===== src/rtl/sipo_pkg.sv =====
// Shared definitions for the serial-in/parallel-out block.
//   LSB_FIRST_MODE / MSB_FIRST_MODE : bit-order selectors for sipo_param.LSB_FIRST
//   cnt_width()                     : width of the partial-word bit counter
package sipo_pkg;

   localparam int unsigned LSB_FIRST_MODE = 1;
   localparam int unsigned MSB_FIRST_MODE = 0;

   // A WIDTH-bit word needs counts 0..WIDTH-1; WIDTH >= 2 keeps this >= 1.
   function automatic int unsigned cnt_width(input int unsigned width);
      return $clog2(width);
   endfunction

endpackage


===== src/rtl/sipo_param_mod_counter.sv =====
// Modulo-N up counter with enable, synchronous clear and wrap flag.
//   clk      : clock, rising edge
//   rst      : asynchronous active-high reset (count -> 0)
//   en_i     : advance the count this cycle
//   clr_i    : synchronous clear, overrides en_i
//   count_o  : current count, 0..MODULUS-1
//   wrap_o   : en_i while count is MODULUS-1 (count returns to 0 next edge)
module mod_counter #(
   parameter int unsigned MODULUS = 8,
   parameter int unsigned W       = 3
) (
   input  logic         clk,
   input  logic         rst,
   input  logic         en_i,
   input  logic         clr_i,
   output logic [W-1:0] count_o,
   output logic         wrap_o
);

   logic [W-1:0] count_q;
   logic [W-1:0] count_d;
   logic         at_max;

   always_comb begin
      at_max  = (count_q == W'(MODULUS - 1));
      count_d = count_q;
      if (clr_i) begin
         count_d = '0;
      end else if (en_i) begin
         count_d = at_max ? '0 : count_q + W'(1);
      end
   end

   always_ff @(posedge clk or posedge rst) begin
      if (rst) begin
         count_q <= '0;
      end else begin
         count_q <= count_d;
      end
   end

   assign count_o = count_q;
   assign wrap_o  = en_i && !clr_i && at_max;

endmodule


===== src/rtl/sipo_param.sv =====
// Serial-in / parallel-out assembler with valid/ready on both sides.
//   clk      : clock, rising edge
//   rst      : asynchronous active-high reset
//   ser_in   : serial data bit
//   in_valid : ser_in carries a bit; accepted when in_ready is also high
//   in_ready : bit accepted this cycle (only the final bit can be stalled)
//   clr      : synchronous abort of the partial word (q/q_valid untouched)
//   q        : assembled word, registered
//   q_valid  : q holds an unconsumed word
//   q_ready  : consumer takes q this cycle
//   cnt      : bits collected for the current partial word
module sipo_param
   import sipo_pkg::*;
#(
   parameter int unsigned WIDTH     = 8,
   parameter int unsigned LSB_FIRST = LSB_FIRST_MODE
) (
   input  logic                          clk,
   input  logic                          rst,
   input  logic                          ser_in,
   input  logic                          in_valid,
   output logic                          in_ready,
   input  logic                          clr,
   output logic [WIDTH-1:0]              q,
   output logic                          q_valid,
   input  logic                          q_ready,
   output logic [cnt_width(WIDTH)-1:0]   cnt
);

   localparam int unsigned CW = cnt_width(WIDTH);

   logic [WIDTH-1:0] sr_q;
   logic [WIDTH-1:0] sr_d;
   logic [WIDTH-1:0] shifted;
   logic [WIDTH-1:0] q_q;
   logic [WIDTH-1:0] q_d;
   logic             q_valid_q;
   logic             q_valid_d;
   logic [CW-1:0]    cnt_w;
   logic             accept;
   logic             consume;
   logic             load;
   logic             ready_w;

   // Only the final bit needs a free output slot; earlier bits always fit.
   always_comb begin
      ready_w = !clr && ((cnt_w != CW'(WIDTH - 1)) || !q_valid_q || q_ready);
      accept  = in_valid && ready_w;
      consume = q_valid_q && q_ready;
   end

   mod_counter #(
      .MODULUS (WIDTH),
      .W       (CW)
   ) u_cnt (
      .clk     (clk),
      .rst     (rst),
      .en_i    (accept),
      .clr_i   (clr),
      .count_o (cnt_w),
      .wrap_o  (load)
   );

   always_comb begin
      if (LSB_FIRST == LSB_FIRST_MODE) begin
         shifted = {ser_in, sr_q[WIDTH-1:1]};
      end else begin
         shifted = {sr_q[WIDTH-2:0], ser_in};
      end
   end

   always_comb begin
      sr_d      = sr_q;
      q_d       = q_q;
      q_valid_d = q_valid_q;
      if (clr) begin
         sr_d = '0;
      end else if (accept) begin
         sr_d = shifted;
      end
      // Load wins over consume so a back-to-back word leaves no bubble.
      if (load) begin
         q_d       = shifted;
         q_valid_d = 1'b1;
      end else if (consume) begin
         q_valid_d = 1'b0;
      end
   end

   always_ff @(posedge clk or posedge rst) begin
      if (rst) begin
         sr_q      <= '0;
         q_q       <= '0;
         q_valid_q <= 1'b0;
      end else begin
         sr_q      <= sr_d;
         q_q       <= q_d;
         q_valid_q <= q_valid_d;
      end
   end

   assign in_ready = ready_w;
   assign q        = q_q;
   assign q_valid  = q_valid_q;
   assign cnt      = cnt_w;

endmodule


===== config.mk =====
export PLATFORM = sky130hd
export DESIGN_NAME = sipo_param
export DESIGN_NICKNAME = d
export VERILOG_FILES = /design/src/rtl/sipo_pkg.sv /design/src/rtl/sipo_param_mod_counter.sv /design/src/rtl/sipo_param.sv
export SDC_FILE = /design/constraint.sdc
export NUM_CORES = 1
export LEC_CHECK = 0
export BUFFER_PORTS_ARGS = -buffer_cell sky130_fd_sc_hd__buf_2
export CORE_MARGIN = 5
export CORE_UTILIZATION = 48
export CTS_CLUSTER_DIAMETER = 60
export DETAILED_ROUTE_END_ITERATION = 16
export GPL_TIMING_DRIVEN = 0
export HOLD_SLACK_MARGIN = 0.15
export PLACE_DENSITY = 0.79
export SLEW_MARGIN = 20
export SYNTH_ARGS = -nofsm -noshare
export SYNTH_HDL_FRONTEND = slang
export SYNTH_SLANG_ARGS = --single-unit

===== constraint.sdc =====
create_clock -name clk -period 1.9 [get_ports clk]
set_clock_uncertainty 0.15 [all_clocks]
set_input_delay 0.57 -clock clk [delete_from_list [all_inputs] [get_ports clk]]
set_output_delay 0.57 -clock clk [all_outputs]
set_load 0.02 [all_outputs]

* Word-level counts from Yosys, hierarchy flattened
Cells that the tools add are included.
Word-level totals: flip-flop bits (word level) 20, input port bits 6, output and inout bits 13, word-level logic and storage cells 25
Operators by class: add/sub/neg operators 1, equality and inequality tests 2, mux-type cells 7, reduce and logical (&&, ||, !) cells 11
Operator list (number):
- $mux W8 | 2
- $mux W3 | 3
- $logic_and A1 B1 Y1 | 5
- $reduce_bool A2 Y1 | 2
- $add A3 B1 Y3 const B | 1
- $eq A3 B3 Y1 const B | 1
- $ne A3 B3 Y1 const B | 1
- $logic_not A1 Y1 | 2
- $logic_or A1 B1 Y1 | 2
- $mux W1 | 2

* Longest topological paths before layout
Gate-level depths: netlist of run 1.
depth after elaboration 8, mapped depth 5, mapped depth without buffers 5

* By module
From an unflattened synthesis of run 1, not the netlist that was laid out.
Unflattened totals: cells, all modules 95, area total of the unflattened synthesis 1047.3 um2
Modules (own cells, without submodules):
- sipo_param | instances 1, cells an instance 80, area an instance 884.6 um2, sequential area each 400.4 um2
- mod_counter | instances 1, cells an instance 15, area an instance 162.7 um2, sequential area each 75.1 um2

* Worst setup path before layout of run 1
No wires, ideal clock.
path kind register -> output, start point reg u_cnt.count_q[0] (netlist: u_cnt.count_o[0]), end point out in_ready, arrival time 1.183 ns, required time 1.180 ns, path slack -0.003 ns, stages on the path, launching flop included 5, buffers on the path 0, cell sequence dfrtp_1 > ha_1 > ha_1 > inv_2 > o21ba_2
On the way: word-level cells in the longest chain between the ends 4
RTL lines:
- start, declared | line sipo_param_mod_counter.sv:20 | logic [W-1:0] count_q;
- start signal, assigned | line sipo_param_mod_counter.sv:38 | count_q <= count_d;
- $ne A3 B3 Y1 | line sipo_param.sv:47 | ready_w = !clr && ((cnt_w != CW'(WIDTH - 1)) || !q_valid_q || q_ready);
- $logic_or A1 B1 Y1 (2 in a row) | line sipo_param.sv:47
- $logic_and A1 B1 Y1 | line sipo_param.sv:47
- end, declared | line sipo_param.sv:22 | output logic in_ready,
Every way passes these cells.

* Worst setup path in the final report of run 1
Ends and elaborated chain as after synthesis.

==> impl_metrics.json, run 1 <==
{
  "worstSetupStartpoint": "u_cnt.count_o[0]",
  "cp-end-kind": "primary output",
  "endpoint": "in_ready",
  "synth_edf_count": 0,
  "finalWirelength_mm": 1.44,
  "hold_viol_final": 0,
  "report.final.setup_viol": 1,
  "busiest_layer": "met2",
  "fp.dieH_um": 53.1,
  "die_w_um": 53.1,
  "gr-usage-all-layers_pct": 12.5,
  "violations": "negative setup slack",
  "period_share_pct": 108,
  "slowest_stage": "dfrtp_2",
  "synthFlopType": "dfrtp_1",
  "fmax_ghz": 0.487,
  "postCtsHoldBufs": 0,
  "initial_core_util_pct": 51.2,
  "ff2ff_path_depth": 6,
  "drc_errors": 0,
  "peakVddDrop_v": 0.000438,
  "cts_tree": "built",
  "cts_buffers": 3,
  "final_nets": 95,
  "fin_crit_ns": 2.06,
  "p_per_area_nw_per_um2": 637,
  "synth_top_area_cell": "dfrtp_1",
  "grt_use_met3_pct": 2.54,
  "fin_cells": 111,
  "synth_nets": 69,
  "firstDrtPassIters": 1,
  "power_leakage_nw": 0.576,
  "async_flop_share_pct": 100,
  "met2_usage_pct": 22.5,
  "synthTopCellsByArea": "dfrtp_1, mux2_4, mux2_2, nor2b_1, ha_1",
  "worstMarginPinSlew_ns": 0.705,
  "use_met1_pct": 14.1,
  "cts.sinks": 19,
  "cp_slowest_stage_delay_ns": 0.44,
  "rrSetupSlack_ns": 0.08,
  "io_buffers": 18,
  "path_cells": "ha_4 > ha_4 > inv_4 > o21ba_4 > buf_6",
  "clk_latency_ns": 0.28,
  "path_class": "flop to primary output",
  "htree_levels": 1,
  "die-area_um2": 2820,
  "antenna_found_initial": 0,
  "wl_per_cell_um": 12.9,
  "cp_max_fo": 2,
  "n_antenna_cell": 0,
  "netlist-cell-type-count": 17,
  "grt_pass1_wl_mm": 2.53,
  "netlist.area_leader.share_pct": 53.2,
  "vias_per_cell": 4.75,
  "dp_hpwl_um": 973,
  "yosysMostFrequentCell": "dfrtp_1",
  "gr-total-overflow": 0,
  "final_layout_size_suffix_gt1_share_pct": 60.5,
  "rr_startpoint": "u_cnt.count_o[1]",
  "r2r_end": "sr_q[3]",
  "yosys-top-cells-count": "dfrtp_1, nor2b_1, mux2_2",
  "clockRootBuffer": "clkbuf_4",
  "arrival_ns": 1.34,
  "syn2layout_area_growth_pct": 24.1,
  "clockBufferDepth": 2,
  "status": "complete, but fails checks",
  "post_synth.cell_area_avg_um2": 14.6,
  "placedCellCount": 104,
  "place_ws_ns": -0.217,
  "crit_required_ns": 1.18,
  "yosys_warnings": 0,
  "grt_pass1_vias": 558,
  "drv_slew": 0,
  "final_core_util_pct": 63.5,
  "rsz0062_at_grt": "true",
  "grt_start_max_net_pins": 20,
  "num_vias": 527,
  "fin_ws_ns": -0.155,
  "gp_congestion": 0.699,
  "crit_path_start_kind": "flop",
  "ant_nets": 0,
  "crit_top_cell": "ha_4",
  "hp-class": "input pin to asynchronous set/reset pin",
  "num_io_pins": 19,
  "row_count": 15,
  "postSynthCellCount": 61,
  "syn-cell-area_um2": 893,
  "cap_violations": 0,
  "slew-limit-headroom_pct": 53.0,
  "synth_seq_cells": 19,
  "yosysSeqAreaShare_pct": 53.2,
  "power_w": 0.000706,
  "drt_iter0_markers": 0,
  "clk_pin_slew_ns": 0.10,
  "core_um2": 1750
}
how the worst min path moves through the flow:
stage | from | end | cells after the start
after detailed placement | q[4] | q[4] | 1
after floorplan | sr_q[1] | q[0] | 1
after CTS | rst | q[1] | 2
after global routing | rst | sr_q[7] | 2
final | rst | q_valid | 2
after global placement | sr_q[1] | q[0] | 1
registers in the layout, summed over array words and instances (netlist names):
signal and flops:
q_valid 1, sr_q 7, u_cnt.count_o 3, q 8
kinds of logic (layout without fill, tap and decap cells):
group,count (synthesis),count (layout),synth area share [%]
flip-flops,19,19,53.2
multiplexers,18,18,26.1
AND/OR/NAND/NOR,16,16,12.0
buffers and inverters,4,29,2.94
adder cells (fa/ha/maj),2,2,2.80
AO/OA/AOI/OAI,2,2,2.94
critical path: cells and delay by family, from the launching register on:
kind | cells | cell delay (ns)
buffers and inverters | 2 | 0.16
AO/OA/AOI/OAI | 1 | 0.12
adder cells (fa/ha/maj) | 2 | 0.33
flip-flops | 1 | 0.44
report_power, final:
group	internal [W]	leakage [nW]	switching, W
registers	0.000416	0.261	0.0000101
logic	0.0000427	0.300	0.0000420
clock network	0.0000815	0.0150	0.000114
metrics by stage:
step	hold WS, ns	TNS, ns	area, um2
after floorplan	0.323	0	895
after global placement	0.335	-0.207	1020
after detailed placement	0.340	-0.217	1020
after CTS	0.246	-0.174	1100
after global routing	0.289	-0.201	1110
final	0.226	-0.155	1110
metal layers:
metal	part of all wire [%]	vias to the layer above	wire [um]
met5	0	-	0
met4	0.97	0	14
met3	4.1	2	59
met2	50	10	723
met1	44	262	638
li1	-	253	-
final cells by class:
class | instances | area (um2)
timing repair buffer | 22 | 126
fill | 140 | 637
multi-input combinational | 38 | 423
clock buffer | 4 | 26.3
sequential | 19 | 477
inverter | 2 | 10.0
buffer | 1 | 15.0
tap | 25 | 31.3
cell usage in the layout, fill, tap and decap left out, types with 2 or more instances in the layout:
| master | Yosys | final |
|---|---|---|
| dfrtp_1 | 19 | 18 |
| buf_2 | 0 | 17 |
| nor2b_1 | 10 | 10 |
| mux2_2 | 9 | 9 |
| mux2_4 | 8 | 8 |
| buf_4 | 0 | 4 |
| clkbuf_4 | 0 | 3 |
| nand2_1 | 2 | 2 |
| ha_4 | 0 | 2 |
timing repair:
item,CTS,global route
endpoints found under the setup margin,1,1
gates resized for setup,8,0
pin swaps,2,0
buffers inserted,3,1
Power figures use the tool's default switching activity.
==> run 2: changes to the inputs <==
--- a/config.mk
+++ b/config.mk
@@ -6,11 +6,9 @@
 export NUM_CORES = 1
 export LEC_CHECK = 0
 export BUFFER_PORTS_ARGS = -buffer_cell sky130_fd_sc_hd__buf_2
-export CORE_MARGIN = 5
 export CORE_UTILIZATION = 48
 export CTS_CLUSTER_DIAMETER = 60
 export DETAILED_ROUTE_END_ITERATION = 16
-export GPL_TIMING_DRIVEN = 0
 export HOLD_SLACK_MARGIN = 0.15
 export PLACE_DENSITY = 0.79
 export SLEW_MARGIN = 20
==> impl_metrics.json, run 2 (synthesis gave the netlist of run 1 again) <==
{
  "final_layout_size_suffix_gt1_share_pct": 62.2,
  "hp-class": "flop to flop",
  "p_per_area_nw_per_um2": 628,
  "die_w_um": 45.1,
  "arrival_ns": 1.33,
  "tns_ns": -0.150,
  "fin_crit_ns": 2.05,
  "worstMarginPinSlew_ns": 0.235,
  "crit_top_cell": "ha_4",
  "ff2ff_path_depth": 7,
  "final_cell_mix": "dfrtp_1, buf_2, nor2b_1",
  "wl_per_cell_um": 11.9,
  "worst-path-stages": 5,
  "drt_iter0_markers": 3,
  "cts_buffers": 3,
  "grt_pass1_vias": 526,
  "critPathBufInv": 2,
  "die-area_um2": 2040,
  "finalWirelength_mm": 1.37,
  "row_count": 15,
  "clk_latency_ns": 0.29,
  "gr-usage-all-layers_pct": 16.1,
  "crit_path_start_kind": "flop",
  "status": "complete, but fails checks",
  "cp-end-kind": "primary output",
  "power_leakage_nw": 0.599,
  "largest_register_ffs": 8,
  "dp_hpwl_um": 997,
  "r2r_end": "u_cnt.count_o[1]",
  "place_ws_ns": 0.0270,
  "vias_per_cell": 4.75,
  "hold_viol_final": 0,
  "io_buffers": 18,
  "crit_required_ns": 1.18,
  "hold_slack_ns": 0.363,
  "report.final.setup_viol": 1,
  "cp_max_fo": 2,
  "htree_levels": 1,
  "gr-total-overflow": 0,
  "final_common_cell": "dfrtp_1",
  "initial_core_util_pct": 51.7,
  "grt_pass1_wl_mm": 2.25,
  "power_switching_w": 0.000173,
  "violations": "negative setup slack",
  "combPwrFrac_pct": 13.4,
  "final_nets": 99,
  "placed_area_um2": 1060,
  "slew-limit-headroom_pct": 84.3,
  "endpoint": "in_ready",
  "drc_errors": 0,
  "path_class": "flop to primary output",
  "grt_start_max_net_pins": 20,
  "placedCellCount": 109,
  "cap_violations": 0,
  "rr_startpoint": "u_cnt.count_o[1]",
  "period_share_pct": 108,
  "cp_slowest_stage_delay_ns": 0.44,
  "syn2layout_area_growth_pct": 28.2,
  "pwr-share-seq_pct": 59.3,
  "slowest_stage": "dfrtp_2",
  "rrSetupSlack_ns": 0.15,
  "internal_power_w": 0.000546,
  "path_cells": "ha_4 > ha_4 > inv_2 > o21ba_4 > buf_6",
  "firstDrtPassIters": 2,
  "num_vias": 546,
  "drv_slew": 0,
  "clockBufferDepth": 2,
  "critPathTopFamily": "flip-flops",
  "cts_tree": "built",
  "num_io_pins": 19,
  "n_antenna_cell": 0,
  "fin_cells": 115,
  "antenna_found_initial": 0,
  "fp.dieH_um": 45.1,
  "fmax_ghz": 0.488,
  "peakVddDrop_v": 0.000628,
  "switching_share_pct": 24.1,
  "final_cell_area_um2": 1140,
  "fin_ws_ns": -0.150,
  "worstSetupStartpoint": "u_cnt.count_o[0]",
  "clockRootBuffer": "clkbuf_4",
  "ant_nets": 0,
  "clk_pin_slew_ns": 0.10,
  "gp_congestion": 0.706,
  "clockPowerShare_pct": 27.3,
  "rsz0062_at_grt": "true",
  "core_um2": 1730,
  "cts.sinks": 19,
  "nFillCells": 143
}
run 2: area by class of cell:
type,count,area [um2],area share (%)
tap,25,31.3,2.73
clock inverter,1,5.00,0.437
clock buffer,3,22.5,1.97
inverter,2,7.51,0.656
timing repair buffer,27,179,15.6
multi-input combinational,38,423,36.9
sequential,19,477,41.6
run 2: per-layer routing:
metal | vias up | share of wire [%] | track usage (%)
met5 | - | 0 | 0
met2 | 11 | 50 | 27.0
li1 | 266 | - | -
met3 | 2 | 3.3 | 2.40
met4 | 0 | 1.6 | 9.09
met1 | 267 | 45 | 19.7
run 2: power groups by stage:
| stage | registers (W) | clock network, W | logic [W] |
|---|---|---|---|
| 3_5_place_dp | 0.000431 | 0 | 0.0000861 |
| 4_1_cts | 0.000426 | 0.000207 | 0.0000994 |
| 6_report | 0.000426 | 0.000197 | 0.0000963 |
| 5_1_grt | 0.000428 | 0.000216 | 0.000105 |
| 2_1_floorplan | 0.000440 | 0 | 0.0000400 |
| 3_3_place_gp | 0.000431 | 0 | 0.0000833 |
run 2: repair_timing:
| item | CTS | global route |
|---|---|---|
| pin swaps | 2 | 1 |
| hold buffers | 1 | 0 |
| gates resized for setup | 7 | 0 |
| hold endpoints to repair | 19 | 0 |
| setup buffers | 1 | 0 |
| setup endpoints to repair | 1 | 1 |
run 2: worst min path at each step:
stage / start / end / slack (ns) / cells after the start
floorplan: sr_q[1] / q[0] / 0.32 / 1
global placement: sr_q[1] / q[0] / 0.33 / 1
detailed placement: sr_q[1] / q[0] / 0.33 / 1
CTS: ser_in / sr_q[7] / 0.36 / 2
global route: ser_in / sr_q[7] / 0.37 / 2
finish: sr_q[1] / q[0] / 0.36 / 1
run 2: metrics by stage:
stage          util, %  power [W]
2_1_floorplan        -   0.000480
3_3_place_gp      61.5   0.000514
6_report          66.3   0.000719
4_1_cts           66.3   0.000733
3_5_place_dp      61.5   0.000518
5_1_grt           66.3   0.000750
